[src/rtl/resync_tx_arbiter_if.sv]
// Requester/resync-side bundle of the tx arbiter: request handshake plus the held word
// presented to the data_resync write port.
interface resync_tx_arbiter_if #(
  parameter int unsigned N_REQ = 4,
  parameter int unsigned WIDTH = 4
) ();
  localparam int unsigned ID_W = $clog2(N_REQ);

  logic                   en;
  logic [N_REQ-1:0]       req_valid;
  logic [N_REQ*WIDTH-1:0] req_data;
  logic [N_REQ-1:0]       req_ready;
  logic [WIDTH-1:0]       out_data;
  logic [ID_W-1:0]        out_id;
  logic                   out_tgl;
  logic                   busy;

  modport master (
    output en, req_valid, req_data,
    input  req_ready, out_data, out_id, out_tgl, busy
  );

  modport slave (
    input  en, req_valid, req_data,
    output req_ready, out_data, out_id, out_tgl, busy
  );
endinterface

[src/rtl/resync_tx_arbiter.sv]
// Round-robin arbiter feeding one slow-sampled resync path; each accepted word is held
// stable for HOLD cycles and tagged with its source ID and a change-toggle.
module resync_tx_arbiter #(
  parameter int unsigned N_REQ = 4,
  parameter int unsigned WIDTH = 4,
  parameter int unsigned HOLD  = 8
) (
  input logic                clk,
  input logic                resetn,
  resync_tx_arbiter_if.slave bus
);
  localparam int unsigned ID_W = $clog2(N_REQ);
  localparam int unsigned CntW = (HOLD > 1) ? $clog2(HOLD) : 1;
  localparam logic [CntW-1:0] CntLoad = CntW'(HOLD - 1);

  typedef enum logic [0:0] {StIdle, StHold} state_e;

  state_e           state_q;
  logic [CntW-1:0]  cnt_q;
  logic [ID_W-1:0]  last_q;
  logic [WIDTH-1:0] data_q;
  logic [ID_W-1:0]  id_q;
  logic             tgl_q;
  logic             busy_q;

  logic             grant_vld;
  logic [ID_W-1:0]  grant_idx;
  logic [ID_W-1:0]  cand;
  logic [WIDTH-1:0] grant_data;
  logic [N_REQ-1:0] ready;
  logic             transfer;

  // Scan from the requester after the last winner, wrapping modulo N_REQ.
  always_comb begin
    grant_vld = 1'b0;
    grant_idx = '0;
    cand      = '0;
    for (int unsigned k = 1; k <= N_REQ; k++) begin
      cand = ID_W'((32'(last_q) + k) % N_REQ);
      if (!grant_vld && bus.req_valid[cand]) begin
        grant_vld = 1'b1;
        grant_idx = cand;
      end
    end
  end

  always_comb begin
    grant_data = '0;
    for (int unsigned i = 0; i < N_REQ; i++) begin
      if (grant_idx == ID_W'(i)) begin
        grant_data = bus.req_data[i*WIDTH +: WIDTH];
      end
    end
  end

  // Ready is gated by reset so nothing is offered while the block is held in reset.
  always_comb begin
    ready = '0;
    if (resetn && (state_q == StIdle) && bus.en && grant_vld) begin
      ready[grant_idx] = 1'b1;
    end
  end

  assign transfer = |(ready & bus.req_valid);

  always_ff @(posedge clk) begin
    if (!resetn) begin
      state_q <= StIdle;
      cnt_q   <= '0;
      last_q  <= ID_W'(N_REQ - 1);
      data_q  <= '0;
      id_q    <= '0;
      tgl_q   <= 1'b0;
      busy_q  <= 1'b0;
    end else begin
      case (state_q)
        StIdle: begin
          if (transfer) begin
            data_q  <= grant_data;
            id_q    <= grant_idx;
            tgl_q   <= ~tgl_q;
            last_q  <= grant_idx;
            cnt_q   <= CntLoad;
            busy_q  <= 1'b1;
            state_q <= StHold;
          end
        end
        StHold: begin
          // Counter only reloads on accept, so it stops at zero rather than wrapping.
          if (cnt_q == '0) begin
            busy_q  <= 1'b0;
            state_q <= StIdle;
          end else begin
            cnt_q <= cnt_q - 1'b1;
          end
        end
        default: state_q <= StIdle;
      endcase
    end
  end

  assign bus.req_ready = ready;
  assign bus.out_data  = data_q;
  assign bus.out_id    = id_q;
  assign bus.out_tgl   = tgl_q;
  assign bus.busy      = busy_q;
endmodule

[src/flat_wrapper.sv]
// flat-port wrapper written by rule: the top's interface ports become plain ports
module resync_tx_arbiter_flat 
#(
  parameter int unsigned N_REQ = 4,
  parameter int unsigned WIDTH = 4,
  parameter int unsigned HOLD  = 8
)
  (clk, resetn, bus_en, bus_req_valid, bus_req_data, bus_req_ready, bus_out_data, bus_out_id, bus_out_tgl, bus_busy);
  resync_tx_arbiter_if #(.N_REQ(N_REQ), .WIDTH(WIDTH)) bus_i ();
  input logic clk;
  input logic resetn;
  input wire logic [$bits(bus_i.en)-1:0] bus_en;
  input wire logic [$bits(bus_i.req_valid)-1:0] bus_req_valid;
  input wire logic [$bits(bus_i.req_data)-1:0] bus_req_data;
  output wire logic [$bits(bus_i.req_ready)-1:0] bus_req_ready;
  output wire logic [$bits(bus_i.out_data)-1:0] bus_out_data;
  output wire logic [$bits(bus_i.out_id)-1:0] bus_out_id;
  output wire logic [$bits(bus_i.out_tgl)-1:0] bus_out_tgl;
  output wire logic [$bits(bus_i.busy)-1:0] bus_busy;
  assign bus_i.en = bus_en;
  assign bus_i.req_valid = bus_req_valid;
  assign bus_i.req_data = bus_req_data;
  assign bus_req_ready = bus_i.req_ready;
  assign bus_out_data = bus_i.out_data;
  assign bus_out_id = bus_i.out_id;
  assign bus_out_tgl = bus_i.out_tgl;
  assign bus_busy = bus_i.busy;
  resync_tx_arbiter #(.N_REQ(N_REQ), .WIDTH(WIDTH), .HOLD(HOLD)) u_core (.clk(clk), .resetn(resetn), .bus(bus_i));
endmodule
[config.mk]
export PLATFORM = sky130hd
export DESIGN_NAME = resync_tx_arbiter_flat
export DESIGN_NICKNAME = d
export VERILOG_FILES = /design/src/rtl/resync_tx_arbiter_if.sv /design/src/rtl/resync_tx_arbiter.sv /design/src/flat_wrapper.sv
export SDC_FILE = /design/constraint.sdc
export NUM_CORES = 1
export LEC_CHECK = 0
export ABC_AREA = 1
export CAP_MARGIN = 10
export CORE_MARGIN = 3
export CORE_UTILIZATION = 62
export DETAILED_ROUTE_END_ITERATION = 8
export DONT_BUFFER_PORTS = 1
export GPL_TIMING_DRIVEN = 0
export PLACE_DENSITY = 0.8
export SETUP_SLACK_MARGIN = 0.2
export SLEW_MARGIN = 20
export SYNTH_ARGS = -nofsm -noshare
export SYNTH_HDL_FRONTEND = slang
export SYNTH_SLANG_ARGS = --single-unit
[constraint.sdc]
create_clock -name clk -period 4.8 [get_ports clk]
set_input_delay 0.72 -clock clk [delete_from_list [all_inputs] [get_ports clk]]
set_output_delay 0.72 -clock clk [all_outputs]
set_load 0.01 [all_outputs]
==> flow_metrics.tcl <==
set metrics [dict create \
    slew_headroom 0.739 \
    synth_cells 147 \
    p_leak_uw 0.000488 \
    dp_slack_ns 2.13 \
    yosysTopAreaCell "dfxtp_1" \
    slew_viol_final 0 \
    yosysTopAreaCellShare 0.293 \
    combPwrFrac 0.428 \
    antenna_left 0 \
    ios 35 \
    ys_seq_elements 14 \
    clock_latency_ns 0.29 \
    dr.pass1.iters 4 \
    endpoint_kind "output pin" \
    ys_types 24 \
    antenna_found_initial 0 \
    die_h_microns 45.3 \
    fin_crit_sh 0.598 \
    grt_overflow_total 0 \
    wl_per_cell_microns 12.6 \
    final_common_cell "nand2_1" \
    p_int_uw 240 \
    dpl.hpwl_microns 1630 \
    cp-start-kind "flip-flop" \
    synth_top_family_by_area "simple AND/OR/NAND/NOR gates" \
    cts_sinks 14 \
    synth_compound_area_frac 0.111 \
    dieWidth_microns 45.3 \
    placed_cell_area_sq_um 975 \
    hold_violations 0 \
    cts_hold_buf 0 \
    required_ns 4.08 \
    initial_core_util 0.700 \
    final_cell_mix "37 x nand2_1, 15 x inv_1, 14 x dfxtp_1, 13 x nand3_1, 11 x nand4_1" \
    final_layout_size_suffix_gt1_frac 0.179 \
    setup_tns_ns 0 \
    clock_skew_ns 0.00115 \
    synthAdderAreaFrac 0.0262 \
    port_buffers 0 \
    place_inst 162 \
    grt_pass1_vias 880 \
    holdWs_ns 0.484 \
    rrSetupSlack_ns 2.86 \
    power.density_nw_per_um2 404 \
    avgSynthCellArea_sq_um 6.50 \
    fmax_ghz 0.349 \
    syn_to_final_growth_pct 5.76 \
    peakVddDrop_uv 197 \
    r2r_cells 14 \
    grt_max_degree 11 \
    post-route-drc-count 0 \
    yosys.area_share.simple 0.454 \
    arrival_ns 2.15 \
    rows 13 \
    swShare 0.413 \
    syn_area_sq_um 956 \
    yosysSeqAreaShare 0.293 \
    clkSlewWorstSetupHoldPaths_ns 0.09 \
    setup_ws_ns 1.93 \
    synth_mux_area_frac 0 \
    rsz0062_at_grt "false" \
    syn-num-nets 172 \
    worst_pin_slew_ns 0.388 \
    min_path_type "reg2reg" \
    setup_violations 0 \
    post_cts_buffers 0 \
    globalplace.congestion 0.826 \
    die_area_sq_um 2050 \
    grt_pass1_wl_microns 3540 \
    drt_iter0_drc 16 \
    yosysWarnings 0 \
    layout.nets 177 \
    period_minus_slack_ns 2.87 \
    vias 963 \
    cts-buffers-inserted 3 \
    cp-startpoint "u_core.last_q[0]$_SDFFE_PN1P_" \
    antenna_cells 0 \
    clockBufferDepth 2 \
    synth_xor_xnor_area_share 0 \
    endpoint "bus_req_ready[2]" \
    routed_wl_microns 2100 \
    p_clk_frac 0.215 \
    share_seq_of_total_power 0.358 \
    outcome "finished clean" \
    cts-resized-gates 0 \
    drv_cap 0 \
    crit_type "reg2out" \
    htreeDepth 1 \
    crit_fanout 10 \
    rr_endpoint "u_core.bus.out_data[1]$_SDFFE_PN0P_" \
    clockRootBuffer "clkbuf_4" \
    design_area_sq_um 1010 \
    yosys-top-cells-area "dfxtp_1 29%, nand2_1 15%, nand4_1 7.2%" \
    timing.rr.start "u_core.last_q[0]$_SDFFE_PN1P_" \
    cts_tree "done" \
    final_cells 166 \
    track_usage 0.247 \
    p_switching_uw 169 \
    core_area_sq_um 1370 \
    drt-vias-per-instance 5.80 \
]
-- Yosys cell counts --
library cell  instances
nand2_1              37
inv_1                15
dfxtp_1              14
nand3_1              13
nand4_1              11
nand2_2               9
nor2_1                9
a21oi_1               5
o21ai_0               5
nor3_1                4
o21ai_1               4
inv_2                 3
nor2_2                3
a31oi_1               2
ha_1                  2
nand2_4               2
o211ai_1              2
buf_2                 1
buf_4                 1
buf_6                 1
buf_8                 1
clkbuf_1              1
nand3_2               1
o21ai_2               1
-- worst max-delay path, stage by stage, from the launching register on --
cell and delay [ns]:
dfxtp_1 0.47, inv_2 0.16, nand2_2 0.09, nand2_1 0.06, nand2_1 0.08, nand2_1 0.06, nor2_2 0.13, nand3_2 0.11
nand2_4 0.12, nand2_4 0.07, buf_8 0.14, nor3_1 0.36
-- power by group through the flow --
| stage | logic (uW) | clock network [uW] | registers [uW] |
|---|---|---|---|
| floorplan | 148 | 0 | 145 |
| global placement | 169 | 0 | 148 |
| detailed placement | 174 | 0 | 148 |
| CTS | 175 | 89.8 | 146 |
| global route | 199 | 94.9 | 148 |
| finish | 175 | 87.7 | 146 |
-- state kept, by name, indices dropped and copies added (netlist names) --
name	cells
u_core.bus.out_data	4
u_core.bus.out_id	2
u_core.last_q	2
u_core.bus.busy	1
u_core.cnt_q	3
u_core.state_q	1
u_core.bus.out_tgl	1
-- layout make-up --
type | instances | area, sq um
tap | 15 | 18.8
buffer | 5 | 42.5
clock buffer | 4 | 36.3
inverter | 18 | 67.6
multi-input combinational | 110 | 566
sequential | 14 | 280
fill | 123 | 355
-- routing by layer --
metal | routed length (microns) | global-route usage
met1 | 853 | 0.273
met2 | 962 | 0.401
met3 | 238 | 0.0956
met4 | 44 | 0.140
met5 | 0 | 0
-- cell families (layout without fill, tap and decap cells) --
| kind of cell | count (synthesis) | in the layout |
|---|---|---|
| flip-flops | 14 | 14 |
| AND/OR/NAND/NOR | 89 | 89 |
| buffers and inverters | 23 | 27 |
| AO/OA/AOI/OAI | 19 | 19 |
| adder cells (fa/ha/maj) | 2 | 2 |
-- how the worst min path moves through the flow --
stage,startpoint,end,cells past startpoint
floorplan,u_core.cnt_q[1]$_SDFFE_PN0P_,u_core.cnt_q[1]$_SDFFE_PN0P_,2
global placement,u_core.cnt_q[1]$_SDFFE_PN0P_,u_core.cnt_q[1]$_SDFFE_PN0P_,2
detailed placement,u_core.cnt_q[1]$_SDFFE_PN0P_,u_core.cnt_q[1]$_SDFFE_PN0P_,2
CTS,u_core.cnt_q[2]$_SDFFE_PN0P_,u_core.cnt_q[2]$_SDFFE_PN0P_,2
global route,u_core.cnt_q[2]$_SDFFE_PN0P_,u_core.cnt_q[2]$_SDFFE_PN0P_,2
finish,u_core.cnt_q[1]$_SDFFE_PN0P_,u_core.cnt_q[1]$_SDFFE_PN0P_,2
-- per-stage QoR --
step / utilization / power [uW]
final: 0.740 / 409
after global placement: 0.713 / 317
after CTS: 0.740 / 410
after detailed placement: 0.713 / 322
after floorplan: - / 293
after global routing: 0.740 / 441
(Power assumes the default switching activity.)
